===== src/rtl/dmem_arbiter.sv =====
// Two-port arbiter for the single-ported data memory: pipeline port A has priority,
// loader/debug port B gets starvation relief and bounded locked bursts.
module dmem_arbiter #(
    parameter int ADDR_W       = 12,
    parameter int DATA_W       = 32,
    parameter int STARVE_LIMIT = 4,
    parameter int BURST_MAX    = 16
) (
    input  logic              clk,
    input  logic              rst,
    input  logic              a_req,
    input  logic              a_we,
    input  logic [ADDR_W-1:0] a_addr,
    input  logic [DATA_W-1:0] a_wdata,
    output logic              a_gnt,
    output logic              a_rvalid,
    output logic [DATA_W-1:0] a_rdata,
    input  logic              b_req,
    input  logic              b_we,
    input  logic [ADDR_W-1:0] b_addr,
    input  logic [DATA_W-1:0] b_wdata,
    input  logic              b_lock,
    output logic              b_gnt,
    output logic              b_rvalid,
    output logic [DATA_W-1:0] b_rdata,
    output logic [ADDR_W-1:0] mem_addr,
    output logic              mem_we,
    output logic [DATA_W-1:0] mem_din,
    input  logic [DATA_W-1:0] mem_dout
);

    localparam int SW = $clog2(STARVE_LIMIT + 1);
    localparam int BW = $clog2(BURST_MAX + 1);
    localparam logic [SW-1:0] STARVE_TOP = SW'(STARVE_LIMIT);
    localparam logic [BW-1:0] BURST_TOP  = BW'(BURST_MAX);

    typedef enum logic [0:0] {
        PRIO  = 1'b0,
        BURST = 1'b1
    } state_t;

    state_t          state;
    state_t          state_next;
    logic [SW-1:0]   starve_cnt;
    logic [SW-1:0]   starve_next;
    logic [BW-1:0]   burst_cnt;
    logic [BW-1:0]   burst_next;
    logic            grant_a;
    logic            grant_b;
    logic            locked;

    // Arbitration and next-state; grants are forced low while reset is held
    always_comb begin
        grant_a     = 1'b0;
        grant_b     = 1'b0;
        locked      = 1'b0;
        state_next  = PRIO;
        burst_next  = '0;
        starve_next = '0;
        if (rst) begin
            grant_a = 1'b0;
            grant_b = 1'b0;
        end else begin
            locked = (state == BURST) && b_req && b_lock && (burst_cnt < BURST_TOP);
            if (locked) begin
                grant_b = 1'b1;
            end else if (b_req && (starve_cnt == STARVE_TOP)) begin
                grant_b = 1'b1;
            end else if (a_req) begin
                grant_a = 1'b1;
            end else if (b_req) begin
                grant_b = 1'b1;
            end else begin
                grant_a = 1'b0;
            end

            // A fallback cycle out of a burst never re-locks while A is waiting
            if (locked) begin
                state_next = BURST;
                burst_next = burst_cnt + BW'(1);
            end else if (grant_b && b_lock && !((state == BURST) && a_req)) begin
                state_next = BURST;
                burst_next = BW'(1);
            end else begin
                state_next = PRIO;
                burst_next = '0;
            end

            if (grant_a && b_req) begin
                starve_next = (starve_cnt == STARVE_TOP) ? starve_cnt : starve_cnt + SW'(1);
            end else begin
                starve_next = '0;
            end
        end
    end

    // Arbiter state and counters
    always_ff @(posedge clk or posedge rst) begin
        if (rst) begin
            state      <= PRIO;
            starve_cnt <= '0;
            burst_cnt  <= '0;
        end else begin
            state      <= state_next;
            starve_cnt <= starve_next;
            burst_cnt  <= burst_next;
        end
    end

    // Read-valid flags track the one-cycle memory latency
    always_ff @(posedge clk or posedge rst) begin
        if (rst) begin
            a_rvalid <= 1'b0;
            b_rvalid <= 1'b0;
        end else begin
            a_rvalid <= grant_a & ~a_we;
            b_rvalid <= grant_b & ~b_we;
        end
    end

    // Memory port follows whichever requester holds the grant
    always_comb begin
        mem_addr = '0;
        mem_we   = 1'b0;
        mem_din  = '0;
        if (grant_a) begin
            mem_addr = a_addr;
            mem_we   = a_we;
            mem_din  = a_wdata;
        end else if (grant_b) begin
            mem_addr = b_addr;
            mem_we   = b_we;
            mem_din  = b_wdata;
        end else begin
            mem_addr = '0;
            mem_we   = 1'b0;
            mem_din  = '0;
        end
    end

    assign a_gnt   = grant_a;
    assign b_gnt   = grant_b;
    assign a_rdata = mem_dout;
    assign b_rdata = mem_dout;

endmodule

===== config.mk =====
export PLATFORM = sky130hd
export DESIGN_NAME = dmem_arbiter
export DESIGN_NICKNAME = d
export VERILOG_FILES = /design/src/rtl/dmem_arbiter.sv
export SDC_FILE = /design/constraint.sdc
export NUM_CORES = 1
export LEC_CHECK = 0
export CAP_MARGIN = 25
export CORE_AREA = 2 2 94 96
export CTS_CLUSTER_DIAMETER = 150
export DETAILED_ROUTE_END_ITERATION = 10
export DIE_AREA = 0 0 96 98
export PLACE_DENSITY_LB_ADDON = 0.15
export SETUP_SLACK_MARGIN = 0.1
export SLEW_MARGIN = 40
export SYNTH_ARGS = -nofsm -noshare
export SYNTH_HDL_FRONTEND = slang
export SYNTH_SLANG_ARGS = --single-unit

===== constraint.sdc =====
create_clock -name clk -period 3.31 [get_ports clk]
set_clock_uncertainty 0.05 [all_clocks]
set_input_delay 0.662 -clock clk [delete_from_list [all_inputs] [get_ports clk]]
set_output_delay 0.662 -clock clk [all_outputs]
set_load 0.01 [all_outputs]

# == Word level (Yosys, flattened, before mapping) ==
# Index checks and enable logic that the tools add are counted.
# op_classes
n_addsub,2
order_cmp,1
n_eq_ne,2
n_mux,26
bitwise,4
n_reduce_logical,9
# ops
op,count
32-bit 2-to-1 mux,2
12-bit 2-to-1 mux,2
1-bit 2-to-1 mux,17
5-bit 2-to-1 mux,2
3-bit 2-to-1 mux,3
1-bit logical AND,8
5-bit by 1-bit adder with 5-bit output (second input constant),1
5-bit < comparator (second input constant),1
3-bit by 1-bit adder with 3-bit output (second input constant),1
3-bit equality test (second input constant),1
3-bit inequality test (second input constant),1
1-bit AND,2
1-bit inverter,2
1-bit logical NOT,1
# word_totals
register_bits,11
inputBits,127
out_inout_bits,113

# == Longest topological paths before layout ==
# logic_depth
word_depth,10
depth_mapped,7
mapped_depth_nobuf,5

# == Worst setup path before layout ==
# OpenSTA, ideal clock, no wires.
# synth_timing
path_type,input port to output port
start,in rst
end,out mem_addr[0]
arrival_time_ns,1.634
setup_slack_ns,0.964
stages,4
path_cell_list,inv_2 clkbuf_1 nand2_1 o32ai_1
# synth_via
elab_chain_cells,3
# synth_rtl
element,line,text
from (decl),10,"input logic rst,"
1-bit 2-to-1 mux,60,if (rst) begin
12-bit 2-to-1 mux,130,end else if (grant_b) begin
12-bit 2-to-1 mux *,126,if (grant_a) begin
to (decl),26,"output logic [ADDR_W-1:0] mem_addr,"
# Every way passes the cells marked *; elsewhere a longest branch is shown, timed or not.

# == Worst setup path in the final report ==
# layout_timing
start,in b_lock
end,out a_gnt
# layout_via
elab_chain_cells,5
# layout_rtl
element,line,text
from (decl),22,"input logic b_lock,"
1-bit logical AND (2 in a row),64,locked = (state == BURST) && b_req && b_lock && (burst_cnt < BURST_TOP);
1-bit 2-to-1 mux,65,if (locked) begin
1-bit 2-to-1 mux (2 in a row),60,
to (decl),15,"output logic a_gnt,"
# Every way passes these cells. The select of a mux whose other input is x is not followed.

==> flow_summary.yaml <==
status:
  status: "finished clean"
critical_path:
  worstPathRequired_ps: 2600
  path_class: "primary input to output port"
  critPathSlowestCell: "clkdlybuf4s50_1"
  crit_path_end_kind: "output port"
  crit_fanout: 25
  cpMostUsedCell: "clkdlybuf4s50_1"
  arrival_ps: 2380
  path_cells: "clkdlybuf4s50_1 > nand3b_1 > a22oi_2 > buf_12 > nor2_1 > clkdlybuf4s50_1"
  critical_path.max_stage_delay_ps: 500
  start_kind: "primary input"
clocking:
  cts_tree: "built"
  cts_hold_buf: 0
  clk_latency_ps: 240
  clockBufferDepth: 2
  clk_pin_slew_worst_paths_ps: 50
  cts_buffers: 3
  cts-root-buf: "clkbuf_8"
  htreeDepth: 1
  clock_sinks: 11
route:
  drt-vias-per-instance: 4.40
  dr_wl_met3_um: 582
  routed_wl_um: 6440
  top_layer: "met4"
  drt-initial-drc-count: 52
  drc_errors: 0
  met2WireLength_um: 3330
  wl_met1_um: 2440
  first_pass_iters: 4
  antenna_left: 0
  wl_per_cell_um: 14.3
  num_vias: 1977
job:
  max_cap_viol_count: 0
pwr:
  power_density_nw_per_um2: 196
  sw_frac_of_total_pct: 31.6
  power.switching_mw: 0.199
  pwr-share-seq_pct: 22.0
  p_comb_share_pct: 56.4
  p_leak_nw: 1.61
  ir_worst_vdd_v: 0.000219
  p_int_mw: 0.430
  power_frac_clock_pct: 21.6
  finalPower_mw: 0.629
layout:
  final_core_util_pct: 37.8
  drive_gt1_share_pct: 14.7
  final-seq-area_um2: 275
  fillers: 880
  area_delta_synth_final_pct: 54.9
  nNetsFinal: 472
  diodes: 0
  final_area_um2: 3200
  multi_input_area_um2: 1010
grt:
  grt_pass1_wl_um: 9690
  grt_remaining_overflow: 0
  grt_pass1_vias: 1970
  antenna_found_initial: 0
  grtUsageTotal_pct: 12.8
  grt_max_degree: 26
die:
  dieHeight_um: 98
  start_util_pct: 24.4
  dieArea_um2: 9410
  pin_count: 240
  fp-row-count: 34
  die_w_um: 96
  core_um2: 8470
timing:
  fin_setup_tns_ps: 0
  max_freq_ghz: 0.324
  hold_viol: 0
  setup_viol: 0
  worstMarginPinSlew_ps: 494
  rsz0062_at_grt: "no"
  hold_ws_ps: 412
  finalCritPeriodShare_pct: 93.4
  finalMaxSlewViolations: 0
  finalCriticalPeriod_ps: 3090
  slew_headroom_pct: 67.1
yosys:
  yosys.area.top_type: "buf_4"
  syn-num-nets: 395
  synth_top_area_share_pct: 24.3
  synth_cell_type_count: 26
  syn_inst: 265
  ys_seq_area_share_pct: 13.3
  ys_ff_latch: 11
  syn_avg_cell_area_um2: 7.80
  syn_area_um2: 2070
  synth_top_cells_by_area: "buf_4 (24%), o32ai_2 (24%), dfrtp_1 (13%), inv_1 (8.9%), nand2_1 (8.5%)"
  synth_warnings: 0
hold_path:
  hold_class: "register to register"
placed_design:
  placed_cell_area_um2: 3160
  routabilityCongestion: 0.738
  dp_hpwl_um: 4890
  port_buffers: 143
## registers in the layout, indices dropped and copies added (netlist names)
register / cells
a_rvalid: 1
b_rvalid: 1
burst_cnt: 5
starve_cnt: 3
state: 1
## Yosys cell counts (all sizes together)
cell type	n
a21boi	2
nor3	1
nand2	47
nand3	3
nor2b	2
dfrtp	11
inv	50
buf	77
a21o	1
xor2	1
nor2	7
and3	2
ha	3
and4	1
clkbuf	6
o211ai	1
nand3b	1
o32ai	45
a22oi	1
xnor2	2
and3b	1
## area by class of cell
| type | count | share of cell area, % |
|---|---|---|
| tap | 108 | 4.22 |
| timing repair buffer | 155 | 48.3 |
| multi-input combinational | 121 | 31.6 |
| sequential | 11 | 8.60 |
| inverter | 50 | 5.86 |
| clock buffer | 4 | 1.41 |
## critical path: cells and delay by family
kind / cells / cell delay [ps]
buf+inv: 3 / 1220
compound gates: 1 / 260
simple gates: 2 / 220
## layout by cell type (no fill, tap or decap), types with 2 or more instances in the layout
cell	count
ha_1	3
dlymetal6s2s_1	10
buf_4	8
and3_1	2
nor2b_1	2
buf_12	4
nand3_1	3
o32ai_2	30
nor2_1	7
nand2_1	47
dfrtp_1	11
o32ai_1	15
inv_1	49
dlygate4sd2_1	35
xnor2_1	2
clkbuf_8	3
clkdlybuf4s50_1	97
## path summary, 6_finish.rpt
check                      slack (ps)                 startpoint  cells past startpoint                        end
setup / recovery                  220                     b_lock                      6                      a_gnt
hold / removal                    410  starve_cnt[0]$_DFFE_PP0P_                      1  starve_cnt[0]$_DFFE_PP0P_
setup reg to reg                 1900  starve_cnt[0]$_DFFE_PP0P_                      6         a_rvalid$_DFF_PP0_
hold reg to reg                   410  starve_cnt[0]$_DFFE_PP0P_                      1  starve_cnt[0]$_DFFE_PP0P_
max in group asynchronous        2140                        rst                      4            state$_DFF_PP0_
min in group asynchronous         920                        rst                      4  starve_cnt[0]$_DFFE_PP0P_
## layer usage
metal	global-route usage [%]	vias up
met5	0	-
met2	23.1	88
met3	2.39	15
met4	3.74	0
li1	-	969
met1	15.1	905
## cells by family after synthesis
kind of cell / after synthesis / share of synthesized area (%)
buffers and inverters: 133 / 38.4
AND/OR/NAND/NOR: 65 / 13.2
AO/OA/AOI/OAI: 50 / 32.0
flip-flops: 11 / 13.3
XOR/XNOR: 3 / 1.27
adder cells (fa/ha/maj): 3 / 1.82
## repair_timing
| item | in CTS | in global routing |
|---|---|---|
| resized for setup | 35 | 11 |
| setup endpoints to repair | 35 | 11 |
| pin swaps | 0 | 2 |
| buffers inserted | 0 | 1 |
## power groups by stage
stage	Sequential (mW)	Combinational, mW	Clock [mW]
floorplan	0.141	0.239	0
global placement	0.140	0.380	0
detailed placement	0.140	0.381	0
CTS	0.138	0.361	0.140
global route	0.138	0.383	0.145
finish	0.138	0.355	0.136
## metrics by stage
step / instances / setup WS (ps)
after floorplan: 265 / 964
after global placement: 444 / 67.5
after detailed placement: 444 / 40.2
after CTS: 448 / 101
after global routing: 449 / 138
final: 449 / 220
No activity file was read; power rests on OpenSTA's default activity.
